$ cat src/rtl/sum_ascii_tx.sv
`timescale 1ns/1ps
`default_nettype none
// ============================================================================
// Module      : sum_ascii_tx
// Description : Converts the 6-bit adder result {C5,S} (0..63) to decimal
//               ASCII and streams it as tens digit, ones digit, terminator,
//               one character per valid/ready handshake.
// Ports       : CLK, RST         - clock, asynchronous active-high reset
//               S[4:0], C5, LOAD - value to send, captured when LOAD & READY
//               READY            - idle, a LOAD will be accepted
//               CHAR[7:0], CHAR_VALID, CHAR_READY - character output channel
// Revision    : 1.0 - initial release
// ============================================================================
module sum_ascii_tx #(
  parameter logic [7:0] EOL_CHAR      = 8'h0A,
  parameter bit         SUPPRESS_ZERO = 1'b0
) (
  input  logic       CLK,
  input  logic       RST,
  input  logic [4:0] S,
  input  logic       C5,
  input  logic       LOAD,
  output logic       READY,
  output logic [7:0] CHAR,
  output logic       CHAR_VALID,
  input  logic       CHAR_READY
);

  localparam logic [5:0] c_ten       = 6'd10;
  localparam logic [7:0] c_ascii_zero = 8'h30;

  typedef enum logic [2:0] {
    ST_IDLE = 3'd0,
    ST_CONV = 3'd1,
    ST_TENS = 3'd2,
    ST_ONES = 3'd3,
    ST_EOL  = 3'd4
  } state_t;

  state_t     state_q, state_d;
  logic [5:0] rem_q, rem_d;
  logic [2:0] tens_q, tens_d;
  logic       xfer;

  always_ff @(posedge CLK or posedge RST) begin
    if (RST) begin
      state_q <= ST_IDLE;
      rem_q   <= 6'd0;
      tens_q  <= 3'd0;
    end else begin
      state_q <= state_d;
      rem_q   <= rem_d;
      tens_q  <= tens_d;
    end
  end

  // Moore outputs: decoded purely from the registered state, so an
  // asynchronous reset drops CHAR_VALID without waiting for a clock.
  always_comb begin
    READY      = (state_q == ST_IDLE);
    CHAR_VALID = 1'b0;
    CHAR       = 8'h00;
    case (state_q)
      ST_TENS: begin
        CHAR_VALID = 1'b1;
        CHAR       = c_ascii_zero + {5'd0, tens_q};
      end
      ST_ONES: begin
        CHAR_VALID = 1'b1;
        // After conversion rem_q < 10, so only the low nibble matters.
        CHAR       = c_ascii_zero + {4'd0, rem_q[3:0]};
      end
      ST_EOL: begin
        CHAR_VALID = 1'b1;
        CHAR       = EOL_CHAR;
      end
      default: ;
    endcase
  end

  assign xfer = CHAR_VALID & CHAR_READY;

  always_comb begin
    state_d = state_q;
    rem_d   = rem_q;
    tens_d  = tens_q;
    case (state_q)
      ST_IDLE: begin
        if (LOAD) begin
          rem_d   = {C5, S};
          tens_d  = 3'd0;
          state_d = ST_CONV;
        end
      end
      ST_CONV: begin
        // Repeated subtraction: one decimal ten per cycle, at most six.
        if (rem_q >= c_ten) begin
          rem_d  = rem_q - c_ten;
          tens_d = tens_q + 3'd1;
        end else if (SUPPRESS_ZERO && (tens_q == 3'd0)) begin
          state_d = ST_ONES;
        end else begin
          state_d = ST_TENS;
        end
      end
      ST_TENS: if (xfer) state_d = ST_ONES;
      ST_ONES: if (xfer) state_d = ST_EOL;
      ST_EOL:  if (xfer) state_d = ST_IDLE;
      default: state_d = ST_IDLE;
    endcase
  end

endmodule
`default_nettype wire

$ cat config.mk
export PLATFORM = sky130hd
export DESIGN_NAME = sum_ascii_tx
export DESIGN_NICKNAME = d
export VERILOG_FILES = /design/src/rtl/sum_ascii_tx.sv
export SDC_FILE = /design/constraint.sdc
export NUM_CORES = 1
export LEC_CHECK = 0
export CAP_MARGIN = 20
export CORE_MARGIN = 3
export CORE_UTILIZATION = 47
export DETAILED_ROUTE_END_ITERATION = 8
export PLACE_DENSITY = 0.77
export SLEW_MARGIN = 20
export SYNTH_ARGS = -nofsm -noshare
export SYNTH_HDL_FRONTEND = slang
export SYNTH_SLANG_ARGS = --single-unit
$ cat constraint.sdc
create_clock -name CLK -period 2.06 [get_ports CLK]
set_input_delay 0.309 -clock CLK [delete_from_list [all_inputs] [get_ports CLK]]
set_output_delay 0.309 -clock CLK [all_outputs]
set_load 0.005 [all_outputs]
==> results of run 1 <==
## layout make-up
class,count,area share
clock buffers,4,0.03502
inverters,7,0.02536
multi-input cells,66,0.4058
flip-flops and latches,12,0.2923
well taps,16,0.01932
repair buffers,24,0.2222
## logic make-up (layout without fill, tap and decap cells)
group	count (synthesis)	in the layout
AOI/OAI and AO/OA	24	24
DFF	12	12
other	1	2
xor gates and xnor gates	1	1
buffers and inverters	14	35
adders and majority gates	2	2
muxes	5	5
and+or+nand+nor	32	32
## flip-flops by register name, indices dropped and copies added, names as in the netlist
| signal | count |
|---|---|
| state_q | 3 |
| tens_q | 3 |
| rem_q | 6 |
## Yosys cell counts (all sizes together), types with 2 or more instances
cell type,number,area share
mux2i,4,0.051
nand2,5,0.024
buf,6,0.056
inv,7,0.033
o31ai,2,0.025
nand3,2,0.013
nor3,5,0.032
nor2,12,0.057
dfrtp,12,0.38
a211oi,2,0.032
o21ai,9,0.057
ha,2,0.032
a21oi,5,0.032
## power breakdown
part	switching, mW	leakage [nW]	internal [mW]
clock network	0.0938	0.0210	0.108
registers	0.129	0.147	0.352
logic	0.474	0.353	0.514
total	0.697	0.521	0.974
## what timing repair did
action / in CTS / in global routing
gates resized for setup: 3 / 4
cloned: 0 / 0
setup buffers: 3 / 4
setup endpoints to repair: 2 / 3
hold buffers: 0 / 0
## worst paths after layout
path	endpoint	cells after the start
hold reg to reg	tens_q[1]	2
min in group CLK	tens_q[1]	2
setup / recovery	CHAR_VALID	4
max in group asynchronous	state_q[0]	2
hold / removal	state_q[1]	2
setup reg to reg	rem_q[5]	5
## worst reg2reg max path, cell delays in order (launching register included)
cell       delay [ns]
dfrtp_2          0.44
buf_4            0.15
or2_4            0.25
a311o_1          0.52
o21bai_1         0.25
o2bb2ai_1        0.14
## layer usage
layer  wire length, µm  vias to the layer above  share of wire
met4                23                        0          0.012
li1                  -                      356              -
met5                 0                        -              0
met2               997                       18           0.54
met3                78                        4          0.042
met1               763                      351           0.41
## placed cells by master (no fill, tap or decap), drive strengths merged
cell type      instances
nor2b                  1
clkbuf                 4
o21a                   1
nor2                  12
a311oi                 1
clkdlybuf4s50         14
dlymetal6s2s           3
or3b                   1
mux2i                  4
or2b                   1
buf                    7
xor2                   1
o21ai                  9
nor3                   5
a21oi                  5
nand3b                 1
ha                     2
o31ai                  2
and3                   1
a21o                   1
o21bai                 1
inv                    7
a211oi                 2
dfrtp                 12
nand2                  5
nor4                   1
mux2                   1
a311o                  1
nand3                  2
or2                    1
o2bb2ai                1
conb                   2
or3                    1
==> metrics.csv, run 1 <==
stage,metric,value,unit
status,status,finished clean,
critical_path,cp_data_required_time,1.75,ns
yosys,synth_flop_cell,dfrtp_1,
power,peakVddDrop,0.0007561,V
placed_design,io_buffers,17,
critical_path,path_delay_family,buffers and inverters,
critical_path,cpMaxStageDelayCell,clkdlybuf4s50_1,
critical_path,path_buf_inv,2,
yosys,avgSynthCellArea,8.648,µm²
drt,ant_nets,0,
floorplan,start_util,0.5106,
timing,totalNegativeSetupSlack,0,ns
timing,worstMarginPinSlew,0.5923,ns
clocking,cts_tree,yes,
timing,min_period,1.966,ns
final_layout,drive_gt1_frac,0.1947,
critical_path,r2r_slack,0.18,ns
clocking,numCtsBuffers,3,
yosys,ys_types,35,
final_layout,post_layout_nonfiller_instances,129,
critical_path,cp-startpoint,state_q[1],
yosys,synth-simple-area-share,0.2003,
yosys,synth_xor_area_frac,0.01113,
global_routing,grt_use_met2,0.3388,
critical_path,end_kind,output pin,
yosys,synth_edf_count,0,
timing,setup_viol,0,
global_routing,grt_pass1_vias,646,
placed_design,dpl.cell_count,118,
yosys,synthMuxAreaShare,0.06518,
floorplan,die_w,46.92,µm
yosys,synth_compound_area_frac,0.2114,
drt,vias_per_cell,5.651,
yosys,synth_top_family_by_area,compound AO/OA/AOI/OAI gates,
timing,timing.final.ws_setup,0.09401,ns
clocking,cts_sinks,12,
timing,finalHoldViolCount,0,
yosys,syn_area,787.0,µm²
drt,first_iter_violations,25,
yosys,synthCells,91,
timing,period_share,0.9544,
drt,drc_errors,0,
power,power_density,1613,nW/µm²
worst_hold_path,min_path_type,primary input to asynchronous set/reset pin,
timing,max_freq,508.6,MHz
drt,dr.pass1.iters,4,
floorplan,ios,20,
floorplan,die-area,2201,µm²
floorplan,coreArea,1541,µm²
global_routing,met3_usage,0.03448,
yosys,yosys_warnings,0,
clocking,path_clk_slew,0.09,ns
critical_path,regToRegStartpoint,state_q[1],
critical_path,critPathLaunchType,flip-flop,
clocking,clkLatencyLatePin,0.28,ns
flow_run,drv_cap,0,
global_routing,grt_pass1_wl,2835,µm
clocking,root_buffer,clkbuf_4,
critical_path,critical_path.max_stage_delay,0.49,ns
drt,detailroute.via_count,729,
final_layout,seq_area,302.8,µm²
global_routing,antenna_found_initial,0,
floorplan,die_h,46.92,µm
final_layout,fin_area,1036,µm²
drt,wl_per_cell,14.43,µm
placed_design,hpwl,1243,µm
placed_design,dpl_cell_area,933.4,µm²
timing,relSlewSlack,0.6051,
yosys,synth_fa_ha_area_frac,0.03180,
clocking,clockBufferDepth,2,
timing,rsz0062_at_grt,no,
timing,fin_hold_ws,0.3287,ns
critical_path,cp_max_fo,4,
critical_path,crit_type,flip-flop to output pin,
final_layout,fillCellCount,136,
timing,finalMaxSlewViolations,0,
final_layout,diodes,0,
placed_design,place_congestion,0.7820,
yosys,ys_ff_latch,12,
floorplan,std_cell_rows,14,
global_routing,grt-ovfl-total,0,
drt,routed_wl,1862,µm
final_layout,multiInputGateArea,420.4,µm²
global_routing,grt_util_met1,0.2126,
global_routing,grt.total_usage,0.1900,
placed_design,place_ws,0.1829,ns
critical_path,cp_cell_sequence,buf_4 > nand3b_1 > nand2_1 > clkdlybuf4s50_1,
final_layout,fin_nets,126,
global_routing,grt_max_degree,16,
yosys,ys_seq_area_frac,0.3816,
yosys,async_flop_share,1.000,
critical_path,cp.arrival,1.66,ns
final_layout,syn_to_final_growth,31.64,%
global_routing,top_usage_layer,met2,
timing,fin_skew,0.003113,ns
clocking,htree_levels,1,
power,power.total,1.671,mW
power,leakage,0.5209,nW
final_layout,postLayoutCoreUtil,0.6721,
Note: power is estimated with default switching activity, not from simulation.
==> run 2: changes to the inputs <==
==> constraint.sdc (replaced) <==
create_clock -name CLK -period 2.06 [get_ports CLK]
set_input_delay 0.309 -clock CLK [delete_from_list [all_inputs] [get_ports CLK]]
set_output_delay 0.309 -clock CLK [all_outputs]
set_load 0.05 [all_outputs]
==> run 2 against run 1 <==
Against the previous run:
- via count is 5.8% lower
- clock-buffer cell count stayed put
- die area stayed put
- final cell count is 4.7% lower
- utilization is 0.57 points higher
- worst setup slack better by 0.074 ns
- fmax is 3.9% higher
- critical endpoint is now CHAR[3]
- largest cell class unchanged
==> metrics.csv, run 2 (synthesized netlist as in run 1, its figures left out) <==
stage,metric,value,unit
status,status,finished clean,
critical_path,cp_max_fo,8,
final_layout,postLayoutCoreUtil,0.6778,
timing,fin_skew,0.003265,ns
floorplan,std_cell_rows,14,
drt,dr.pass1.iters,3,
clocking,clkLatencyLatePin,0.27,ns
timing,setup_viol,0,
clocking,root_buffer,clkbuf_4,
final_layout,regMostFlops,rem_q,
global_routing,grt_max_degree,16,
timing,min_period,1.892,ns
final_layout,fin_nets,120,
power,leakage,0.4824,nW
final_layout,largest_reg_flops,6,
timing,finalHoldViolCount,0,
clocking,cts_sinks,12,
drt,first_iter_violations,7,
critical_path,cp.arrival,1.58,ns
drt,vias_per_cell,5.585,
global_routing,grt_use_met2,0.2927,
clocking,cts_tree,yes,
global_routing,grt.total_usage,0.1723,
critical_path,regToRegStartpoint,state_q[1],
clocking,numCtsBuffers,3,
flow_run,drv_cap,0,
power,power.total,2.036,mW
critical_path,end_kind,output pin,
floorplan,die-area,2201,µm²
final_layout,drive_gt1_frac,0.1963,
timing,fin_hold_ws,0.3388,ns
floorplan,die_h,46.92,µm
timing,finalMaxSlewViolations,0,
floorplan,die_w,46.92,µm
final_layout,post_layout_nonfiller_instances,123,
global_routing,antenna_found_initial,0,
floorplan,start_util,0.5106,
timing,rsz0062_at_grt,no,
final_layout,top_regs,"rem_q (6), state_q (3), tens_q (3)",
global_routing,grt_pass1_wl,2739,µm
timing,period_share,0.9187,
placed_design,place_congestion,0.7863,
placed_design,dpl.cell_count,119,
global_routing,met3_usage,0.05747,
critical_path,cp_data_required_time,1.75,ns
clocking,path_clk_slew,0.08,ns
critical_path,crit_type,flip-flop to output pin,
clocking,clockBufferDepth,2,
drt,wl_per_cell,12.85,µm
final_layout,syn_to_final_growth,32.75,%
global_routing,top_usage_layer,met2,
timing,relSlewSlack,0.6110,
clocking,post-cts-setup-buffers,0,
drt,drc_errors,0,
floorplan,ios,20,
placed_design,hpwl,1241,µm
floorplan,coreArea,1541,µm²
timing,worstMarginPinSlew,0.5836,ns
power,power_density,1949,nW/µm²
worst_hold_path,min_path_type,primary input to asynchronous set/reset pin,
timing,max_freq,528.4,MHz
critical_path,critPathLaunchType,flip-flop,
clocking,htree_levels,1,
drt,ant_nets,0,
final_layout,fillCellCount,127,
drt,detailroute.via_count,687,
global_routing,grt_util_met1,0.2136,
timing,totalNegativeSetupSlack,0,ns
final_layout,final_cell_mix,"12 x nor2_1, 12 x dfrtp_1, 9 x clkdlybuf4s50_1, 7 x buf_12",
global_routing,grt_pass1_vias,648,
global_routing,grt-ovfl-total,0,
drt,routed_wl,1580,µm
placed_design,io_buffers,17,
critical_path,cp-startpoint,state_q[1],
power,peakVddDrop,0.001061,V
final_layout,diodes,0,
run 2: worst paths after layout:
kind / slack, ns / to / cells after the start
worst max-delay path: 0.17 / CHAR[3] / 5
min in group CLK: 0.51 / state_q[0] / 1
max in group asynchronous: 1.40 / state_q[0] / 2
worst min register to register: 0.51 / state_q[0] / 1
worst min-delay path: 0.34 / tens_q[0] / 2
worst max register to register: 0.29 / rem_q[5] / 4
run 2: area by class of cell:
class	instances	area, µm²	share of cell area
clock buffers	4	36.28	0.03473
well taps	16	20.02	0.01916
multi-input cells	66	416.7	0.3988
inverters	7	26.28	0.02515
flip-flops and latches	12	300.3	0.2874
repair buffers	18	245.2	0.2347
run 2: report_power, final:
part,leakage (nW),internal [mW],switching (mW),total (mW)
clock,0.0210,0.107,0.0816,0.189
sequential,0.149,0.348,0.137,0.485
combinational,0.313,0.591,0.770,1.36
run 2: timing repair:
item                                    in CTS  in global routing
endpoints found under the setup margin       0                  1
hold buffers                                 0                  0
gates resized for setup                      0                  1
run 2: per-layer routing:
layer / routed length (µm) / part of all wire / vias to the layer above
met2: 788 / 0.50 / 13
met1: 697 / 0.44 / 325
met4: 9 / 0.0057 / 0
met3: 85 / 0.054 / 2
li1: - / - / 347
met5: 0 / 0 / -
run 2: stage by stage:
step | worst slack [ns] | cell area, µm²
after floorplan | 0.1686 | 790.8
after global placement | 0.2367 | 1008
after detailed placement | 0.2079 | 1008
after CTS | 0.08386 | 1045
after global routing | 0.06622 | 1045
final | 0.1675 | 1045
run 2: worst max-delay path, stage by stage (launching register included):
cell and delay (ns):
dfrtp_1 0.46, or2b_1 0.34, inv_2 0.16, nand3_1 0.09, nand2_1 0.12, buf_12 0.14
